[src/rtl/mskaes_128bits_round_ctrl_pkg.sv]
// Shared definitions for the masked AES-128 round controller.
// Holds the FSM state encoding, the default round count, the RCON
// start value and the GF(2^8) xtime helper.
package mskaes_128bits_round_ctrl_pkg;

  localparam logic [2:0] ST_IDLE     = 3'd0;
  localparam logic [2:0] ST_LOAD     = 3'd1;
  localparam logic [2:0] ST_WAIT_RND = 3'd2;
  localparam logic [2:0] ST_ROUND    = 3'd3;
  localparam logic [2:0] ST_DONE     = 3'd4;
  localparam logic [2:0] ST_CLEAN    = 3'd5;

  localparam int         NROUNDS_DEF   = 10;
  localparam logic [7:0] AES_RCON_INIT = 8'h01;

  // Multiply by x in GF(2^8) modulo the AES polynomial.
  function automatic logic [7:0] xtime(input logic [7:0] b);
    return {b[6:0], 1'b0} ^ (b[7] ? 8'h1b : 8'h00);
  endfunction

endpackage

[src/rtl/mskaes_128bits_round_ctrl_if.sv]
// Handshake bundle between the round controller and its neighbours.
//   in_valid/in_ready   : plaintext/key share load handshake
//   out_valid/out_ready : ciphertext share handshake
//   rnd_valid/rnd_req   : PRNG availability / randomness consumption
// slave  = the controller side, master = wrapper/PRNG side.
interface mskaes_128bits_round_ctrl_if;
  logic in_valid;
  logic in_ready;
  logic out_valid;
  logic out_ready;
  logic rnd_valid;
  logic rnd_req;

  modport master (output in_valid, out_ready, rnd_valid,
                  input  in_ready, out_valid, rnd_req);
  modport slave  (input  in_valid, out_ready, rnd_valid,
                  output in_ready, out_valid, rnd_req);
endinterface

[src/rtl/mskaes_128bits_round_ctrl_rcon_gen.sv]
// Plain (unmasked) AES round-constant generator.
//   clk, rst : clock, synchronous active-high reset (loads AES_RCON_INIT)
//   init     : reload AES_RCON_INIT
//   step     : advance rcon by one xtime
//   rcon     : current round constant
module mskaes_rcon_gen
  import mskaes_128bits_round_ctrl_pkg::*;
(
  input  logic       clk,
  input  logic       rst,
  input  logic       init,
  input  logic       step,
  output logic [7:0] rcon
);

  always_ff @(posedge clk) begin
    if (rst || init) rcon <= AES_RCON_INIT;
    else if (step)   rcon <= xtime(rcon);
  end

endmodule

[src/rtl/mskaes_128bits_round_ctrl.sv]
// Control FSM for the 128-bit masked AES round datapath: load, NROUNDS
// rounds of LATENCY cycles (each gated on fresh randomness), output
// handshake, then a LATENCY+1 cycle cleaning pass that flushes key shares.
//   clk, rst    : clock, synchronous active-high reset
//   hs          : in/out/randomness handshakes (slave side)
//   sel_init    : registers load from input
//   sel_last    : final round (SR output feeds state, no MC)
//   state_en    : state share register enable
//   key_en      : key share register enable
//   cleaning_on : datapath cleaning mode
//   rcon        : plain round constant for the current round
//   round       : current round, 0 = idle/load
//   busy        : controller not idle
module mskaes_128bits_round_ctrl
  import mskaes_128bits_round_ctrl_pkg::*;
#(
  parameter int LATENCY = 4,
  parameter int NROUNDS = NROUNDS_DEF
) (
  input  logic                       clk,
  input  logic                       rst,
  mskaes_128bits_round_ctrl_if.slave hs,
  output logic                       sel_init,
  output logic                       sel_last,
  output logic                       state_en,
  output logic                       key_en,
  output logic                       cleaning_on,
  output logic [7:0]                 rcon,
  output logic [3:0]                 round,
  output logic                       busy
);

  localparam int CW = $clog2(LATENCY + 2);

  logic [2:0]    state, state_nxt;
  logic [CW-1:0] cnt;
  logic          last_rnd, last_cyc, clean_end, rcon_step;

  assign last_rnd  = (round == 4'(NROUNDS));
  // Round registers capture on the final pipeline cycle of a pass.
  assign last_cyc  = (state == ST_ROUND) && (cnt == CW'(LATENCY - 1));
  assign clean_end = (state == ST_CLEAN) && (cnt == CW'(LATENCY));
  // The final round keeps its rcon/round; they reset when cleaning ends.
  assign rcon_step = last_cyc && !last_rnd;

  always_comb begin
    state_nxt = state;
    case (state)
      ST_IDLE:     if (hs.in_valid)  state_nxt = ST_LOAD;
      ST_LOAD:                       state_nxt = ST_WAIT_RND;
      ST_WAIT_RND: if (hs.rnd_valid) state_nxt = ST_ROUND;
      ST_ROUND:    if (last_cyc)     state_nxt = last_rnd ? ST_DONE : ST_WAIT_RND;
      ST_DONE:     if (hs.out_ready) state_nxt = ST_CLEAN;
      ST_CLEAN:    if (clean_end)    state_nxt = ST_IDLE;
      default:                       state_nxt = ST_IDLE;
    endcase
  end

  always_ff @(posedge clk) begin
    if (rst) begin
      state <= ST_IDLE;
      cnt   <= '0;
      round <= '0;
    end else begin
      state <= state_nxt;
      // Counter runs only inside ROUND/CLEAN and is cleared on their exit,
      // so it is already zero on every entry.
      if ((state == ST_ROUND && !last_cyc) || (state == ST_CLEAN && !clean_end))
        cnt <= cnt + CW'(1);
      else
        cnt <= '0;
      if (state == ST_LOAD) round <= 4'd1;
      else if (rcon_step)   round <= round + 4'd1;
      else if (clean_end)   round <= '0;
    end
  end

  mskaes_rcon_gen u_rcon (
    .clk  (clk),
    .rst  (rst),
    .init ((state == ST_LOAD) || clean_end),
    .step (rcon_step),
    .rcon (rcon)
  );

  assign hs.in_ready  = (state == ST_IDLE);
  assign hs.out_valid = (state == ST_DONE);
  assign hs.rnd_req   = (state == ST_ROUND) || (state == ST_CLEAN);
  assign sel_init     = (state == ST_LOAD);
  assign sel_last     = (state == ST_ROUND) && last_rnd;
  assign state_en     = (state == ST_LOAD) || last_cyc || (state == ST_CLEAN);
  assign key_en       = state_en;
  assign cleaning_on  = (state == ST_CLEAN);
  assign busy         = (state != ST_IDLE);

endmodule

[src/flat_wrapper.sv]
// flat-port wrapper written by rule: the top's interface ports become plain ports
module mskaes_128bits_round_ctrl_flat import mskaes_128bits_round_ctrl_pkg::*;
#(
  parameter int LATENCY = 4,
  parameter int NROUNDS = NROUNDS_DEF
)
  (clk, rst, sel_init, sel_last, state_en, key_en, cleaning_on, rcon, round, busy, hs_in_valid, hs_out_ready, hs_rnd_valid, hs_in_ready, hs_out_valid, hs_rnd_req);
  mskaes_128bits_round_ctrl_if hs_i ();
  input  logic clk;
  input  logic rst;
  output logic sel_init;
  output logic sel_last;
  output logic state_en;
  output logic key_en;
  output logic cleaning_on;
  output logic [7:0] rcon;
  output logic [3:0] round;
  output logic busy;
  input wire logic [$bits(hs_i.in_valid)-1:0] hs_in_valid;
  input wire logic [$bits(hs_i.out_ready)-1:0] hs_out_ready;
  input wire logic [$bits(hs_i.rnd_valid)-1:0] hs_rnd_valid;
  output wire logic [$bits(hs_i.in_ready)-1:0] hs_in_ready;
  output wire logic [$bits(hs_i.out_valid)-1:0] hs_out_valid;
  output wire logic [$bits(hs_i.rnd_req)-1:0] hs_rnd_req;
  assign hs_i.in_valid = hs_in_valid;
  assign hs_i.out_ready = hs_out_ready;
  assign hs_i.rnd_valid = hs_rnd_valid;
  assign hs_in_ready = hs_i.in_ready;
  assign hs_out_valid = hs_i.out_valid;
  assign hs_rnd_req = hs_i.rnd_req;
  mskaes_128bits_round_ctrl #(.LATENCY(LATENCY), .NROUNDS(NROUNDS)) u_core (.clk(clk), .rst(rst), .hs(hs_i), .sel_init(sel_init), .sel_last(sel_last), .state_en(state_en), .key_en(key_en), .cleaning_on(cleaning_on), .rcon(rcon), .round(round), .busy(busy));
endmodule
[config.mk]
export PLATFORM = sky130hd
export DESIGN_NAME = mskaes_128bits_round_ctrl_flat
export DESIGN_NICKNAME = d
export VERILOG_FILES = /design/src/rtl/mskaes_128bits_round_ctrl_pkg.sv /design/src/rtl/mskaes_128bits_round_ctrl_if.sv /design/src/rtl/mskaes_128bits_round_ctrl_rcon_gen.sv /design/src/rtl/mskaes_128bits_round_ctrl.sv /design/src/flat_wrapper.sv
export SDC_FILE = /design/constraint.sdc
export NUM_CORES = 1
export LEC_CHECK = 0
export ABC_AREA = 0
export CAP_MARGIN = 5
export CORE_MARGIN = 1
export CORE_UTILIZATION = 51
export DETAILED_ROUTE_END_ITERATION = 12
export PLACE_DENSITY = 0.83
export SLEW_MARGIN = 15
export SYNTH_ARGS = -nofsm -noshare
export SYNTH_HDL_FRONTEND = slang
export SYNTH_HIERARCHICAL = 1
export SYNTH_SLANG_ARGS = --single-unit
[constraint.sdc]
create_clock -name clk -period 2.4 [get_ports clk]
set_clock_uncertainty 0.05 [all_clocks]
set_input_delay 0.36 -clock clk [delete_from_list [all_inputs] [get_ports clk]]
set_output_delay 0.36 -clock clk [all_outputs]
set_load 0.05 [all_outputs]
==> results.yml <==
pwr:
  total_power_mw: 0.613
  seq_power_share: 0.514
  irDropWorstVdd_mv: 0.259
  intPower_mw: 0.415
  swShare: 0.323
  p_comb_frac: 0.248
  clockPowerShare: 0.238
  power.density_nw_per_um2: 492
  p_leak_nw: 0.482
  p_switching_mw: 0.198
finish:
  fin_nets: 149
  stdcell_count: 162
  diodes: 0
  drive_above_1_share: 0.117
  synthToLayoutAreaGrowth_pct: 26.1
  multiInputGateArea_um2: 552
  n_fill_cell: 154
  register_area_um2: 360
floorplanning:
  start_util: 0.560
  die-width_um: 46.0
  core.rowCount: 15
  die_y_um: 46.0
  dieArea_um2: 2120
  core-area_um2: 1760
  io_pins: 26
timing:
  fin_setup_tns_ns: 0
  tightest_slew_ns: 0.494
  period_minus_slack_ns: 2.28
  slew_headroom: 0.670
  rsz0062_at_grt: "false"
  setup_violations: 0
  hold_violations: 0
  fmax_mhz: 438
  post-route-period-util: 0.951
  slew_viol_final: 0
logic_synthesis:
  synth.net_count: 125
  ys_top_cells_by_area: "dfxtp_1 36%, ha_1 6.3%, mux2i_1 5.1%"
  synth_warnings: 6
  synth-async-reset-ratio: 0
  syn_avg_cell_area_um2: 8.60
  synth_largest_area_cell: "dfxtp_1"
  netlist_instances: 115
  synth_edf_count: 0
  yosysSeqAreaShare: 0.365
  synth_cell_types: 40
  synth_seq_cells: 18
  synthDominantCellAreaShare: 0.365
  synth-main-ff-cell: "dfxtp_1"
  syn_area_um2: 988
clock_tree:
  clkLatencyLatePin_ns: 0.29
  cts_root_buffer: "clkbuf_4"
  tritoncts: "yes"
  clkTransAtPathRegs_ns: 0.09
  cts_max_level: 1
  cts_buffers: 3
  hold_buffers: 0
  clock_sinks: 18
  cts_setup_buffers: 0
  cts_resized: 0
  clk_path_buf_depth: 2
global_routing:
  grt_pass1_wl_um: 3240
  grt.overflow.total: 0
  grt_usage: 0.215
  antenna_found_initial: 0
  grt_pass1_vias: 763
  grt_max_degree: 16
critical_path:
  ff2ff_path_depth: 7
  critPathLaunch: "u_core/state[2]"
  arrival_ns: 1.87
  crit_end: "hs_out_valid"
  crit_path_end_kind: "primary output"
  rrSetupSlack_ns: 0.44
  r2r-end: "u_core/round[3]"
  critPathKind: "register to primary output"
  cp_slowest_cell: "clkdlybuf4s50_1"
  crit_required_ns: 1.99
  r2r_start: "u_core/round[0]"
  crit_path_max_fanout: 11
  cp_cell_sequence: "nand2b_1 > nor2_1 > clkdlybuf4s50_1"
  slowest_delay_ns: 0.80
  start_kind: "register"
routing:
  via_per_inst: 5.29
  drt_first_iter_violations: 23
  wl_met1_um: 887
  drc: 0
  wirelength_um: 2030
  avgRoutedWirePerCell_um: 12.5
  wl_met3_um: 82
  dr_total_vias: 857
  highest_layer: "met3"
  wl_met2_um: 1060
  drt_first_pass_iters: 4
  detail-route-antenna-nets: 0
hold_path:
  min_path_type: "register to register"
placed_design:
  place_inst: 159
  numPortBuffers: 25
  dp_hpwl_um: 1540
  finalWeightedCongestion: 0.879
run_status:
  status: "complete, no violations"
flow_run:
  max-cap-violations: 0
-- cells in the mapped netlist, types with 2 or more instances --
| cell type | instances |
|---|---|
| nor2b_1 | 2 |
| inv_1 | 8 |
| nand3_1 | 4 |
| nor2_1 | 12 |
| dfxtp_1 | 18 |
| a21boi_0 | 2 |
| or3_1 | 2 |
| nand2_1 | 8 |
| o22ai_1 | 2 |
| a21oi_1 | 3 |
| and2_1 | 2 |
| ha_1 | 5 |
| a211oi_1 | 5 |
| buf_2 | 3 |
| nor3_1 | 2 |
| and3_1 | 3 |
| nand2b_1 | 4 |
| mux2i_1 | 5 |
| xnor2_1 | 4 |
-- per-layer routing --
| layer | global-route usage | vias up |
|---|---|---|
| li1 | - | 435 |
| met1 | 0.257 | 403 |
| met2 | 0.383 | 19 |
| met3 | 0.0595 | 0 |
| met4 | 0.0353 | 0 |
| met5 | 0 | - |
-- state kept, by name, summed over array words and instances (netlist names) --
| name | flops |
|---|---|
| u_core/cnt | 3 |
| u_core/state | 3 |
| u_core/u_rcon/rcon | 8 |
| u_core/round | 4 |
-- kinds of logic (layout without fill, tap and decap cells) --
logic type               Yosys count  in the layout  share of synthesized area
AO/OA/AOI/OAI                     20             20                      0.151
XOR/XNOR                           4              4                     0.0354
adder cells (fa/ha/maj)            5              5                     0.0633
buffers and inverters             16             38                     0.0772
flip-flops                        18             18                      0.365
multiplexers                       5              5                     0.0506
AND/OR/NAND/NOR                   47             47                      0.258
-- power by group through the flow --
stage / clock network, mW / logic [mW] / registers, mW
2_1_floorplan: 0 / 0.108 / 0.324
3_3_place_gp: 0 / 0.148 / 0.321
6_report: 0.146 / 0.152 / 0.315
5_1_grt: 0.165 / 0.162 / 0.317
4_1_cts: 0.152 / 0.151 / 0.315
3_5_place_dp: 0 / 0.151 / 0.322
-- worst max-delay path, delay by kind of cell (launching register included) --
family	cells	cell delay, ns
buffers and inverters	1	0.80
DFF	1	0.52
and+or+nand+nor	2	0.27
-- worst min-delay path by stage --
stage | startpoint | to | slack (ns) | cells past startpoint
floorplan | u_core/cnt[0] | u_core/cnt[0] | 0.38 | 1
global placement | u_core/cnt[0] | u_core/cnt[0] | 0.39 | 1
detailed placement | u_core/cnt[0] | u_core/cnt[0] | 0.41 | 1
finish | u_core/cnt[0] | u_core/cnt[0] | 0.42 | 1
global route | u_core/cnt[0] | u_core/cnt[0] | 0.44 | 1
CTS | u_core/cnt[0] | u_core/cnt[0] | 0.42 | 1
-- per-stage QoR --
stage / hold WS (ns) / instance area (µm²) / utilization / setup slack, ns
floorplan: 0.381 / 988 / - / 0.127
global placement: 0.393 / 1220 / 0.694 / 0.485
detailed placement: 0.410 / 1220 / 0.694 / 0.447
CTS: 0.423 / 1250 / 0.706 / 0.112
global route: 0.442 / 1250 / 0.706 / 0.0192
finish: 0.420 / 1250 / 0.706 / 0.118
-- cell usage in the layout, fill, tap and decap left out, types with 2 or more instances in the layout --
cell type | netlist | final
nand2_1 | 8 | 8
clkbuf_4 | 0 | 3
dfxtp_1 | 18 | 18
o22ai_1 | 2 | 2
a211oi_1 | 5 | 5
nor2_1 | 12 | 12
clkdlybuf4s50_1 | 0 | 19
nand3_1 | 4 | 4
nand2b_1 | 4 | 4
inv_1 | 8 | 8
a21oi_1 | 3 | 3
ha_1 | 5 | 5
mux2i_1 | 5 | 5
and2_1 | 2 | 2
xnor2_1 | 4 | 4
or3_1 | 2 | 2
nor2b_1 | 2 | 2
buf_4 | 1 | 8
and3_1 | 3 | 3
nor3_1 | 2 | 2
-- layout make-up --
cell class / instances / area share
Clock buffer: 3 / 0.0181
Inverter: 8 / 0.0241
Multi-Input combinational cell: 81 / 0.443
Sequential cell: 18 / 0.289
Tap cell: 25 / 0.0251
Timing Repair Buffer: 27 / 0.201
Note: power is estimated with default switching activity, not from simulation.
